[config.mk]
export PLATFORM = sky130hd
export DESIGN_NAME = sdram_refresh_arbiter_flat
export DESIGN_NICKNAME = d
export VERILOG_FILES = /design/src/rtl/sdram_refresh_arbiter_if.sv /design/src/rtl/sdram_refresh_arbiter.sv /design/src/flat_wrapper.sv
export SDC_FILE = /design/constraint.sdc
export NUM_CORES = 1
export LEC_CHECK = 0
export ABC_AREA = 1
export CAP_MARGIN = 20
export CORE_MARGIN = 2
export CORE_UTILIZATION = 35
export DETAILED_ROUTE_END_ITERATION = 8
export HOLD_SLACK_MARGIN = 0.12
export PLACE_DENSITY = 0.53
export SLEW_MARGIN = 20
export SYNTH_ARGS = -nofsm -noshare
export SYNTH_HDL_FRONTEND = slang
export SYNTH_SLANG_ARGS = --single-unit
[constraint.sdc]
create_clock -name clk -period 5.3 [get_ports clk]
set_input_delay 1.06 -clock clk [delete_from_list [all_inputs] [get_ports clk]]
set_output_delay 1.06 -clock clk [all_outputs]
set_load 0.02 [all_outputs]
[src/rtl/sdram_refresh_arbiter_if.sv]
// Handshake and status bundle between the Z2 bus tracker, the refresh
// arbiter and the SDRAM command sequencer.
interface sdram_refresh_arbiter_if;
    logic       init_done;
    logic       host_req;
    logic       host_done;
    logic       host_gnt;
    logic       ref_start;
    logic       ref_active;
    logic [3:0] pending;
    logic       ref_overflow;

    modport master (
        output init_done, host_req, host_done,
        input  host_gnt, ref_start, ref_active, pending, ref_overflow
    );

    modport slave (
        input  init_done, host_req, host_done,
        output host_gnt, ref_start, ref_active, pending, ref_overflow
    );
endinterface

[src/rtl/sdram_refresh_arbiter.sv]
// Arbitrates the single SDRAM between Zorro II host cycles and auto-refresh,
// accruing refresh debt from an interval timer and forcing it out when full.
module sdram_refresh_arbiter #(
    parameter int unsigned REFRESH_INTERVAL = 390,
    parameter int unsigned MAX_PENDING      = 8,
    parameter int unsigned REF_CYCLES       = 4
) (
    input  logic                    clk,
    input  logic                    reset,
    sdram_refresh_arbiter_if.slave  arb
);

    localparam int unsigned TIMER_W = $clog2(REFRESH_INTERVAL);
    localparam int unsigned RFC_W   = $clog2(REF_CYCLES + 1);
    localparam int unsigned PEND_W  = 4;

    localparam logic [TIMER_W-1:0] TIMER_LAST = TIMER_W'(REFRESH_INTERVAL - 1);
    localparam logic [RFC_W-1:0]   RFC_LAST   = RFC_W'(REF_CYCLES - 1);
    localparam logic [PEND_W-1:0]  PEND_MAX   = PEND_W'(MAX_PENDING);

    typedef enum logic [1:0] {
        ST_IDLE     = 2'd0,
        ST_HOST     = 2'd1,
        ST_HOST_END = 2'd2,
        ST_REFRESH  = 2'd3
    } state_t;

    state_t               state_q, state_d;
    logic [TIMER_W-1:0]   timer_q;
    logic [RFC_W-1:0]     rfc_q, rfc_d;
    logic [PEND_W-1:0]    pending_q;
    logic                 overflow_q;
    logic                 gnt_q;
    logic                 start_q, start_d;
    logic                 active_q;
    logic                 tick_c;
    logic                 pend_full_c;

    assign tick_c      = arb.init_done && (timer_q == TIMER_LAST);
    assign pend_full_c = (pending_q == PEND_MAX);

    // Free-running refresh interval timer, parked at zero until init completes
    always_ff @(posedge clk or posedge reset) begin
        if (reset) begin
            timer_q <= '0;
        end else if (!arb.init_done || tick_c) begin
            timer_q <= '0;
        end else begin
            timer_q <= timer_q + TIMER_W'(1);
        end
    end

    // Refresh debt: a tick and an issued refresh in the same clock cancel out
    always_ff @(posedge clk or posedge reset) begin
        if (reset) begin
            pending_q  <= '0;
            overflow_q <= 1'b0;
        end else if (!arb.init_done) begin
            pending_q  <= '0;
        end else if (tick_c && !start_q) begin
            if (pend_full_c) begin
                overflow_q <= 1'b1;
            end else begin
                pending_q  <= pending_q + PEND_W'(1);
            end
        end else if (!tick_c && start_q && (pending_q != '0)) begin
            pending_q <= pending_q - PEND_W'(1);
        end
    end

    always_ff @(posedge clk or posedge reset) begin
        if (reset) begin
            state_q <= ST_IDLE;
            rfc_q   <= '0;
        end else begin
            state_q <= state_d;
            rfc_q   <= rfc_d;
        end
    end

    // Next-state: urgent debt beats a new host request, but never a granted one
    always_comb begin
        state_d = state_q;
        rfc_d   = rfc_q;
        start_d = 1'b0;
        if (!arb.init_done) begin
            state_d = ST_IDLE;
            rfc_d   = '0;
        end else begin
            unique case (state_q)
                ST_IDLE: begin
                    rfc_d = '0;
                    if (pend_full_c) begin
                        state_d = ST_REFRESH;
                        start_d = 1'b1;
                    end else if (arb.host_req) begin
                        state_d = ST_HOST;
                    end else if (pending_q != '0) begin
                        state_d = ST_REFRESH;
                        start_d = 1'b1;
                    end
                end
                ST_HOST: begin
                    if (arb.host_done) begin
                        state_d = ST_HOST_END;
                    end else if (!arb.host_req) begin
                        state_d = ST_IDLE;
                    end
                end
                ST_HOST_END: begin
                    if (!arb.host_req) begin
                        state_d = ST_IDLE;
                    end
                end
                ST_REFRESH: begin
                    if (rfc_q == RFC_LAST) begin
                        state_d = ST_IDLE;
                        rfc_d   = '0;
                    end else begin
                        rfc_d   = rfc_q + RFC_W'(1);
                    end
                end
                default: begin
                    state_d = ST_IDLE;
                    rfc_d   = '0;
                end
            endcase
        end
    end

    // Outputs registered from the next state so they align with state_q
    always_ff @(posedge clk or posedge reset) begin
        if (reset) begin
            gnt_q    <= 1'b0;
            start_q  <= 1'b0;
            active_q <= 1'b0;
        end else begin
            gnt_q    <= (state_d == ST_HOST);
            start_q  <= start_d;
            active_q <= (state_d == ST_REFRESH);
        end
    end

    assign arb.host_gnt     = gnt_q;
    assign arb.ref_start    = start_q;
    assign arb.ref_active   = active_q;
    assign arb.pending      = pending_q;
    assign arb.ref_overflow = overflow_q;

    a_gnt_refresh_excl: assert property (@(posedge clk) disable iff (reset)
        !(gnt_q && active_q));

endmodule

[src/flat_wrapper.sv]
// flat-port wrapper written by rule: the top's interface ports become plain ports
module sdram_refresh_arbiter_flat 
#(
    parameter int unsigned REFRESH_INTERVAL = 390,
    parameter int unsigned MAX_PENDING      = 8,
    parameter int unsigned REF_CYCLES       = 4
)
  (clk, reset, arb_init_done, arb_host_req, arb_host_done, arb_host_gnt, arb_ref_start, arb_ref_active, arb_pending, arb_ref_overflow);
  sdram_refresh_arbiter_if arb_i ();
  input  logic clk;
  input  logic reset;
  input wire logic [$bits(arb_i.init_done)-1:0] arb_init_done;
  input wire logic [$bits(arb_i.host_req)-1:0] arb_host_req;
  input wire logic [$bits(arb_i.host_done)-1:0] arb_host_done;
  output wire logic [$bits(arb_i.host_gnt)-1:0] arb_host_gnt;
  output wire logic [$bits(arb_i.ref_start)-1:0] arb_ref_start;
  output wire logic [$bits(arb_i.ref_active)-1:0] arb_ref_active;
  output wire logic [$bits(arb_i.pending)-1:0] arb_pending;
  output wire logic [$bits(arb_i.ref_overflow)-1:0] arb_ref_overflow;
  assign arb_i.init_done = arb_init_done;
  assign arb_i.host_req = arb_host_req;
  assign arb_i.host_done = arb_host_done;
  assign arb_host_gnt = arb_i.host_gnt;
  assign arb_ref_start = arb_i.ref_start;
  assign arb_ref_active = arb_i.ref_active;
  assign arb_pending = arb_i.pending;
  assign arb_ref_overflow = arb_i.ref_overflow;
  sdram_refresh_arbiter #(.REFRESH_INTERVAL(REFRESH_INTERVAL), .MAX_PENDING(MAX_PENDING), .REF_CYCLES(REF_CYCLES)) u_core (.clk(clk), .reset(reset), .arb(arb_i));
endmodule
==> results of run 1 <==
[flip-flops by register name, indices dropped and copies added (netlist names)]
signal,flops
u_core.arb.ref_start,1
u_core.arb.ref_overflow,1
u_core.state_q,2
u_core.arb.ref_active,1
u_core.arb.host_gnt,1
u_core.timer_q,9
u_core.arb.pending,4
u_core.rfc_q,3
[power groups by stage]
stage / Combinational [W] / Clock, W / Sequential (W)
after global routing: 0.000293 / 0.000143 / 0.000239
after detailed placement: 0.000261 / 0 / 0.000237
final: 0.000259 / 0.000131 / 0.000234
after CTS: 0.000262 / 0.000135 / 0.000233
after floorplan: 0.000156 / 0 / 0.000257
after global placement: 0.000257 / 0 / 0.000237
[Yosys cell counts]
cell	count	area, um2
a2111oi_1	1	10.0
a211oi_1	1	7.51
a21oi_1	7	35.0
a21oi_2	1	8.76
buf_2	1	5.00
clkinv_1	1	3.75
dfrtp_1	22	551
fa_1	1	20.0
ha_1	5	62.6
inv_1	18	67.6
inv_2	3	11.3
nand2_1	24	90.1
nand2_2	4	25.0
nand3_1	15	75.1
nand3_2	1	10.0
nand3b_1	1	7.51
nand4_1	1	6.26
nand4_2	1	12.5
nor2_1	19	71.3
nor2_2	1	6.26
nor2_4	4	45.0
nor3_1	3	15.0
nor3b_1	3	22.5
o21ai_0	3	15.0
o21ai_1	4	20.0
or2_1	1	6.26
xnor2_1	2	17.5
[critical path: stages]
cell and delay, ns:
clkdlybuf4s50_1 0.72, nand4_2 0.25, ha_1 0.38, a21oi_1 0.24, nand2_1 0.10, nand2_1 0.08, nand2_1 0.05, nand2_1 0.06
nand2_1 0.04, nand3_1 0.07, nand2_1 0.06
[worst max path at each step]
stage                       endpoint  slack [ns]  cells after the start
4_1_cts        u_core.arb.pending[3]        2.43                     11
5_1_grt        u_core.arb.pending[3]        2.19                     11
6_report       u_core.arb.pending[3]        2.41                     11
3_5_place_dp   u_core.arb.pending[3]        2.09                     11
2_1_floorplan  u_core.arb.pending[3]        3.02                     10
3_3_place_gp   u_core.arb.pending[3]        2.13                     11
[final cells by class]
class | instances | share of cell area
clock buffers | 3 | 0.0155
clock inverters | 1 | 0.0207
inverters | 22 | 0.0568
multi-input cells | 103 | 0.406
flip-flops and latches | 22 | 0.379
well taps | 46 | 0.0396
repair buffers | 12 | 0.0827
[cells by family after synthesis]
family / after synthesis / synth area share
xor+xnor: 2 / 0.0143
fa+ha+maj: 6 / 0.0673
buf+inv: 23 / 0.0713
simple gates: 78 / 0.320
compound gates: 17 / 0.0785
flops: 22 / 0.449
[stage by stage]
stage / setup slack (ns) / utilization / area, um2 / instances / hold WS, ns
global placement: 2.13 / 0.416 / 1400 / 205 / 0.449
floorplan: 3.02 / - / 1230 / 148 / 0.461
detailed placement: 2.09 / 0.416 / 1400 / 205 / 0.454
global route: 2.19 / 0.432 / 1450 / 209 / 0.496
CTS: 2.43 / 0.432 / 1450 / 209 / 0.483
finish: 2.41 / 0.432 / 1450 / 209 / 0.478
[routing by layer]
| metal | up-vias | GRT usage | share of wire |
|---|---|---|---|
| li1 | 512 | - | - |
| met2 | 19 | 0.198 | 0.43 |
| met5 | - | 0 | 0 |
| met3 | 2 | 0.0393 | 0.052 |
| met1 | 457 | 0.176 | 0.51 |
| met4 | 0 | 0.0245 | 0.0057 |
==> reports/metrics.yaml, run 1 <==
layout:
  nNetsFinal: 175
  syn2layout_area_growth_pct: 18.3
  layout_common_cells: "24 x nand2_1, 22 x dfrtp_1, 19 x nor2_1"
  multi_input_area_um2: 589
  antenna_cells: 0
  seq_area_um2: 551
  drive_gt1_frac: 0.117
  final_common_cell: "nand2_1"
  n_fill_cell: 350
clock_tree:
  cts.clk_slew.worst_paths_ns: 0.13
  cts_buffers: 3
  cts_resized: 0
  cts_hold_buf: 0
  cts_buffer_depth: 2
  cts.htree.levels: 1
  post_cts_buffers: 0
  cts_tree: "built"
  clk_latency_ns: 0.31
  root_buffer: "clkbuf_4"
  clock_sinks: 22
sta:
  period_needed_ns: 2.89
  clock_skew_ns: 0.00128
  rsz0062_at_grt: "false"
  period_share: 0.545
  setup-tns-final_ns: 0
  hold_violations: 0
  tightest_slew_ns: 0.863
  drv_slew: 0
  setup_viol: 0
  max_freq_mhz: 346
  maxSlewHeadroom: 0.424
setup_path:
  critPathArrivalTime_ns: 3.11
  crit_required_ns: 5.52
  worstSetupStartpoint: "arb_init_done"
  path_max_fanout: 11
  r2r_setup_slack_ns: 3.10
  worst_r2r_endpoint: "u_core.arb.pending[3]"
  criticalPathCategory: "primary input to register"
  start_kind: "primary input"
  rr_startpoint: "u_core.timer_q[1]"
  rr_worst_depth: 14
  worstSetupEndpointType: "register"
power_and_ir_drop:
  power_switching_share: 0.386
  power_leakage_nw: 0.671
  vdd_ir_drop_max_v: 0.000210
  power.switching_w: 0.000241
  power_frac_comb: 0.415
  p_clk_frac: 0.211
  p_total_w: 0.000624
  powerDensity_mw_per_mm2: 429
  seq_power_share: 0.375
  intPower_w: 0.000383
floorplanning:
  die_h_um: 63.2
  fp-row-count: 21
  initial_core_util: 0.365
  core_mm2: 0.00336
  die_x_um: 63.2
  ioPinCount: 13
  dieArea_mm2: 0.00400
route:
  drt_first_pass_iters: 6
  drt_iter0_markers: 30
  drcViolationCount: 0
  wire_per_inst_um: 10.8
  viasPerCell: 4.74
  ant_nets: 0
  drt-total-wl_um: 2260
  num_vias: 990
global_routing:
  grt_antenna_before_repair: 0
  grt_pass1_wl_um: 4130
  grt_max_degree: 23
  grt_usage: 0.127
  grt_pass1_vias: 939
  grt_overflow: 0
logic_synthesis:
  ys_seq_area_frac: 0.449
  synth_area_per_cell_um2: 8.29
  syn_area_mm2: 0.00123
  ys_types: 27
  synth-seq-cells: 22
  synthCells: 148
  syn_nets: 159
  ys_warn_count: 0
placed_design:
  dp_hpwl_um: 1740
  gp_congestion: 0.763
  portBuffers: 12
min_path:
  hold_path_end: "u_core.arb.ref_overflow"
  hold_path.class: "register to register"
  min_path_cells: 1
  min_from: "u_core.arb.ref_overflow"
run_status:
  status: "finished clean"
run:
  max_cap_violations: 0
Power figures use the tool's default switching activity.
==> run 2, diff against run 1 <==
--- a/config.mk
+++ b/config.mk
@@ -11,7 +11,7 @@
 export CORE_UTILIZATION = 35
 export DETAILED_ROUTE_END_ITERATION = 8
 export HOLD_SLACK_MARGIN = 0.12
-export PLACE_DENSITY = 0.53
+export PLACE_DENSITY = 0.55
 export SLEW_MARGIN = 20
 export SYNTH_ARGS = -nofsm -noshare
 export SYNTH_HDL_FRONTEND = slang
==> constraint.sdc (replaced) <==
create_clock -name clk -period 2.51 [get_ports clk]
set_input_delay 0.502 -clock clk [delete_from_list [all_inputs] [get_ports clk]]
set_output_delay 0.502 -clock clk [all_outputs]
set_load 0.02 [all_outputs]
==> run 2 against run 1 <==
Critical path depth is 3 higher. Utilization hardly changed. Sequential share of layout area hardly changed. Combinational power is 110% higher. Die area stayed put. Clock skew is 0.0025 ns higher. Largest power group unchanged.
==> reports/metrics.yaml, run 2 (synthesized netlist as in run 1, its figures left out) <==
run_status:
  status: "finished clean"
route:
  wl_met1_um: 1190  # +2.2%
  ant_nets: 0  # unchanged
  wl_met2_um: 1130  # +17%
  wire_per_inst_um: 11.3  # +4.0%
  num_vias: 996  # +0.61%
  drt-total-wl_um: 2380  # +5.0%
  viasPerCell: 4.72  # -0.35%
  drt_iter0_markers: 36  # +20%
  drcViolationCount: 0  # unchanged
  wl_met3_um: 39  # -67%
  drt_first_pass_iters: 4  # -2
  top_layer_used: "met4"
setup_path:
  rr_worst_depth: 14  # unchanged
  max_stage_delay_ns: 0.42  # -0.30 ns
  rr_startpoint: "u_core.timer_q[1]"
  critPathArrivalTime_ns: 2.44  # -0.67 ns
  slowest_stage: "dfrtp_1"
  cpMostUsedCell: "nand2_1"
  worst_r2r_endpoint: "u_core.arb.pending[3]"
  worstSetupEndpointType: "register"
  start_kind: "register"
  criticalPathCategory: "register to register"
  path_delay_family: "simple AND/OR/NAND/NOR gates"
  crit_required_ns: 2.72  # -2.80 ns
  crit_path_cell_trace: "inv_1 -> ha_1 -> nand2_2 -> nor2_4 -> nand4_2 -> ha_1 -> a21oi_1 -> nand2_1 -> nand2_1 -> nand2_1 -> nand2_1 -> nand2_1 -> nand3_1 -> nand2_1"
  path_max_fanout: 4  # -7
  r2r_setup_slack_ns: 0.28  # -2.82 ns
  cp_num_buf_inv: 1  # unchanged
sta:
  drv_slew: 0  # unchanged
  setup_slack_ns: 0.279  # -2.13 ns
  period_share: 0.889
  period_needed_ns: 2.23
  clock_skew_ns: 0.00377  # +0.00249 ns
  tightest_slew_ns: 0.360  # -0.502 ns
  rsz0062_at_grt: "false"
  max_freq_mhz: 448
  setup-tns-final_ns: 0  # unchanged
  hold_violations: 0  # unchanged
  maxSlewHeadroom: 0.758  # +0.334
  setup_viol: 0  # unchanged
layout:
  nNetsFinal: 177  # +1.1%
  syn2layout_area_growth_pct: 18.2  # about the same
  top_register: "u_core.timer_q"
  fin_util: 0.432  # about the same
  layout_common_cells: "24 x nand2_1, 22 x dfrtp_1, 19 x nor2_1"
  drive_gt1_frac: 0.127  # +0.0107
  antenna_cells: 0  # unchanged
  final_common_cell: "nand2_1"
  largest_reg_flops: 9  # unchanged
floorplanning:
  fp-row-count: 21  # unchanged
  core_mm2: 0.00336  # unchanged
  die_h_um: 63.2  # unchanged
  ioPinCount: 13  # unchanged
  die_x_um: 63.2  # unchanged
  dieArea_mm2: 0.00400  # unchanged
  initial_core_util: 0.365  # unchanged
power_and_ir_drop:
  vdd_ir_drop_max_v: 0.000366  # +75%
  seq_power_share: 0.401  # +0.026
  power_switching_share: 0.407  # +0.0209
  p_clk_frac: 0.159  # -0.052
  powerDensity_mw_per_mm2: 857  # +100%
  power.switching_w: 0.000506  # +110%
  power_leakage_nw: 0.674  # +0.40%
  intPower_w: 0.000738  # +93%
  power_frac_comb: 0.440  # +0.025
clock_tree:
  cts_buffer_depth: 2  # unchanged
  cts.clk_slew.worst_paths_ns: 0.13  # about the same
  cts.htree.levels: 1  # unchanged
  cts_buffers: 3  # unchanged
  root_buffer: "clkbuf_4"
  cts_tree: "built"
  post_cts_buffers: 0  # unchanged
  cts_resized: 0  # unchanged
  clock_sinks: 22  # unchanged
  cts_hold_buf: 0  # unchanged
  clk_latency_ns: 0.31  # about the same
global_routing:
  grt_pass1_wl_um: 4420  # +7.2%
  grt_max_degree: 23  # unchanged
  grt_usage: 0.139  # +0.0122
  grt_antenna_before_repair: 0  # unchanged
  grt_overflow: 0  # unchanged
  grt_pass1_vias: 1010  # +7.6%
min_path:
  min_path_cells: 1  # unchanged
  hold_path.class: "register to register"
  hold_path_end: "u_core.arb.ref_overflow"
  min_from: "u_core.arb.ref_overflow"
run:
  max_cap_violations: 0  # unchanged
placed_design:
  pre_cts_ws_ns: 0.105  # -1.98 ns
  gp_congestion: 0.810  # +6.2%
  dp_hpwl_um: 1820  # +4.7%
  portBuffers: 12  # unchanged
-- run 2: cell types whose count changed in the layout (fill, tap and decap cells not counted), sizes merged --
| cell | change |
|---|---|
| buf | +2 |
| bufinv | -1 |
| clkbuf | +1 |
-- run 2: power by group through the flow --
stage | Clock (W) | Combinational (W) | Sequential, W
2_1_floorplan | 0 | 0.000329 | 0.000543
3_3_place_gp | 0 | 0.000538 | 0.000501
3_5_place_dp | 0 | 0.000551 | 0.000504
4_1_cts | 0.000213 | 0.000553 | 0.000497
5_1_grt | 0.000224 | 0.000630 | 0.000513
6_report | 0.000198 | 0.000548 | 0.000498
-- run 2: how the worst max path moves through the flow --
stage	from	end	slack [ns]	depth (start not counted)
CTS	u_core.timer_q[1]	u_core.arb.pending[3]	0.29	14
global placement	arb_init_done	u_core.arb.pending[3]	0.21	11
detailed placement	arb_init_done	u_core.arb.pending[3]	0.11	11
global route	u_core.timer_q[1]	u_core.arb.pending[3]	0.05	14
finish	u_core.timer_q[1]	u_core.arb.pending[3]	0.28	14
floorplan	u_core.timer_q[1]	u_core.arb.pending[3]	0.52	14
-- run 2: stage by stage --
step	power, W	hold WS, ns	instances	instance area (um2)
final	0.00124	0.473	211	1450
after CTS	0.00126	0.485	211	1450
after floorplan	0.000872	0.461	148	1230
after global routing	0.00137	0.517	211	1450
after global placement	0.00104	0.445	207	1420
after detailed placement	0.00106	0.454	207	1420
-- run 2: worst reg2reg max path, cell delays in order (launching register included) --
cell	delay [ns]
dfrtp_1	0.42
inv_1	0.06
ha_1	0.15
nand2_2	0.07
nor2_4	0.15
nand4_2	0.18
ha_1	0.38
a21oi_1	0.26
nand2_1	0.11
nand2_1	0.08
nand2_1	0.05
nand2_1	0.06
nand2_1	0.05
nand3_1	0.07
nand2_1	0.05
-- run 2: per-layer routing --
| metal | vias up | global-route usage |
|---|---|---|
| met5 | - | 0 |
| met4 | 0 | 0.0571 |
| met3 | 2 | 0.0161 |
| met2 | 6 | 0.235 |
| met1 | 476 | 0.182 |
| li1 | 512 | - |
-- run 2: cell type report --
class / count / area [um2]
clock buffers: 4 / 36.3
fillers: 365 / 1910
inverters: 22 / 82.6
multi-input cells: 103 / 589
flip-flops and latches: 22 / 551
well taps: 46 / 57.6
repair buffers: 14 / 135
==> run 3, diff against run 2 <==
--- a/config.mk
+++ b/config.mk
@@ -11,8 +11,9 @@
 export CORE_UTILIZATION = 35
 export DETAILED_ROUTE_END_ITERATION = 8
 export HOLD_SLACK_MARGIN = 0.12
-export PLACE_DENSITY = 0.55
-export SLEW_MARGIN = 20
+export PLACE_DENSITY = 0.53
+export RECOVER_POWER = 50
+export SLEW_MARGIN = 5
 export SYNTH_ARGS = -nofsm -noshare
 export SYNTH_HDL_FRONTEND = slang
 export SYNTH_SLANG_ARGS = --single-unit
==> constraint.sdc (replaced) <==
create_clock -name clk -period 2.4 [get_ports clk]
set_input_delay 0.48 -clock clk [delete_from_list [all_inputs] [get_ports clk]]
set_output_delay 0.48 -clock clk [all_outputs]
set_load 0.02 [all_outputs]
==> run 3 against run 2 <==
Register-to-register slack hardly changed. Maximum frequency is 5.3% higher. Worst hold slack better by 0.0097 ns. Utilization stayed put. Die area stayed put. Global-route usage is 0.087 points higher. Cell count is 0.47% higher. Clock power is 4% higher. Via count is 2.4% higher. Largest power group unchanged. Highest routed layer unchanged.
==> reports/metrics.yaml, run 3 (synthesized netlist as in run 1, its figures left out) <==
global_routing:
  grt_max_degree: 23  # unchanged
  grt_overflow: 0  # unchanged
  grt_pass1_wl_um: 4570  # +3.3%
  grt_antenna_before_repair: 0  # unchanged
  grt_usage: 0.140  # +0.000867
  grt_pass1_vias: 1065  # +5.4%
placed_design:
  gp_congestion: 0.814  # +0.43%
  portBuffers: 12  # unchanged
  dp_hpwl_um: 1830  # +0.70%
clock_tree:
  cts_buffers: 3  # unchanged
  cts_tree: "built"
  cts.htree.levels: 1  # unchanged
  cts.clk_slew.worst_paths_ns: 0.13  # about the same
  clk_latency_ns: 0.30  # about the same
  post_cts_buffers: 0  # unchanged
  clock_sinks: 22  # unchanged
  root_buffer: "clkbuf_4"
  cts_resized: 0  # unchanged
  cts_buffer_depth: 2  # unchanged
  cts_hold_buf: 0  # unchanged
floorplanning:
  die_x_um: 63.2  # unchanged
  die_h_um: 63.2  # unchanged
  ioPinCount: 13  # unchanged
  fp-row-count: 21  # unchanged
  initial_core_util: 0.365  # unchanged
  core_mm2: 0.00336  # unchanged
  dieArea_mm2: 0.00400  # unchanged
layout:
  fin_util: 0.432  # unchanged
  top_register: "u_core.timer_q"
  final_common_cell: "nand2_1"
  syn2layout_area_growth_pct: 18.2  # unchanged
  drive_gt1_frac: 0.114  # -0.0128
  antenna_cells: 0  # unchanged
  nNetsFinal: 178  # +0.56%
  largest_reg_flops: 9  # unchanged
  layout_common_cells: "24 x nand2_1, 22 x dfrtp_1, 19 x inv_1, 19 x nor2_1, 15 x nand3_1"
setup_path:
  worstSetupEndpointType: "register"
  rr_startpoint: "u_core.timer_q[1]"
  rr_worst_depth: 14  # unchanged
  criticalPathCategory: "register to register"
  start_kind: "register"
  critPathArrivalTime_ns: 2.33  # -0.11 ns
  path_max_fanout: 4  # unchanged
  r2r_setup_slack_ns: 0.28  # about the same
  crit_required_ns: 2.61  # -0.11 ns
  worst_r2r_endpoint: "u_core.arb.pending[3]"
sta:
  rsz0062_at_grt: "false"
  clock_skew_ns: 0.00806  # +0.00428 ns
  max_freq_mhz: 472  # +5.3%
  setup-tns-final_ns: 0  # unchanged
  period_needed_ns: 2.12  # -0.112 ns
  period_share: 0.883  # -0.00609
  maxSlewHeadroom: 0.200  # -0.558
  tightest_slew_ns: 1.20  # +0.840 ns
  hold_violations: 0  # unchanged
  drv_slew: 0  # unchanged
  setup_viol: 0  # unchanged
route:
  drt-total-wl_um: 2410  # +1.4%
  drcViolationCount: 0  # unchanged
  drt_iter0_markers: 18  # -50%
  viasPerCell: 4.81  # +1.9%
  ant_nets: 0  # unchanged
  wire_per_inst_um: 11.4  # +0.91%
  drt_first_pass_iters: 4  # unchanged
  num_vias: 1020  # +2.4%
power_and_ir_drop:
  vdd_ir_drop_max_v: 0.000436  # +19%
  power_leakage_nw: 0.672  # -0.22%
  powerDensity_mw_per_mm2: 900  # +5.0%
min_path:
  min_path_cells: 1  # unchanged
  hold_path_end: "u_core.arb.ref_overflow"
  hold_path.class: "register to register"
  min_from: "u_core.arb.ref_overflow"
run:
  max_cap_violations: 0  # unchanged
run_status:
  status: "finished clean"
run 3: how the worst max path moves through the flow:
| stage | slack [ns] | to | startpoint |
|---|---|---|---|
| floorplan | 0.41 | u_core.arb.pending[3] | u_core.timer_q[1] |
| global placement | 0.21 | u_core.arb.pending[3] | arb_init_done |
| detailed placement | 0.10 | u_core.arb.pending[3] | arb_init_done |
| CTS | 0.29 | u_core.arb.pending[3] | u_core.timer_q[1] |
| global route | 0.10 | u_core.arb.pending[3] | u_core.timer_q[1] |
| finish | 0.28 | u_core.arb.pending[3] | u_core.timer_q[1] |
run 3: critical path, cell delays in order, from the launching register on:
cell and delay, ns:
dfrtp_1 0.41, inv_1 0.06, ha_1 0.15, nand2_2 0.07, nor2_4 0.16, nand4_2 0.11
ha_1 0.34, a21oi_1 0.25, nand2_1 0.12, nand2_1 0.09, nand2_1 0.05, nand2_1 0.06
nand2_1 0.05, nand3_1 0.07, nand2_1 0.05
run 3: layer usage:
| metal | track usage | share of wire | up-vias |
|---|---|---|---|
| li1 | - | - | 518 |
| met1 | 0.177 | 0.49 | 486 |
| met2 | 0.242 | 0.47 | 14 |
| met3 | 0.0214 | 0.033 | 2 |
| met4 | 0.0543 | 0.0062 | 0 |
| met5 | 0 | 0 | - |
run 3: final cells by class:
| cell class | instances | area, um2 |
|---|---|---|
| multi-input combinational | 103 | 589 |
| timing repair buffer | 15 | 135 |
| clock buffer | 4 | 36.3 |
| fill | 367 | 1910 |
| tap | 46 | 57.6 |
| sequential | 22 | 551 |
| inverter | 22 | 82.6 |
run 3: power by group:
group          internal (W)  switching (W)
registers          0.000441      0.0000765
clock network     0.0000925       0.000114
logic              0.000237       0.000346
run 3: stage by stage:
step | hold slack (ns) | worst slack (ns) | total power (W) | std cells | cell area, um2
2_1_floorplan | 0.461 | 0.413 | 0.000912 | 148 | 1230
3_3_place_gp | 0.454 | 0.206 | 0.00109 | 208 | 1420
3_5_place_dp | 0.457 | 0.103 | 0.00110 | 208 | 1420
4_1_cts | 0.490 | 0.287 | 0.00132 | 212 | 1460
5_1_grt | 0.518 | 0.102 | 0.00142 | 212 | 1450
6_report | 0.483 | 0.282 | 0.00131 | 212 | 1450
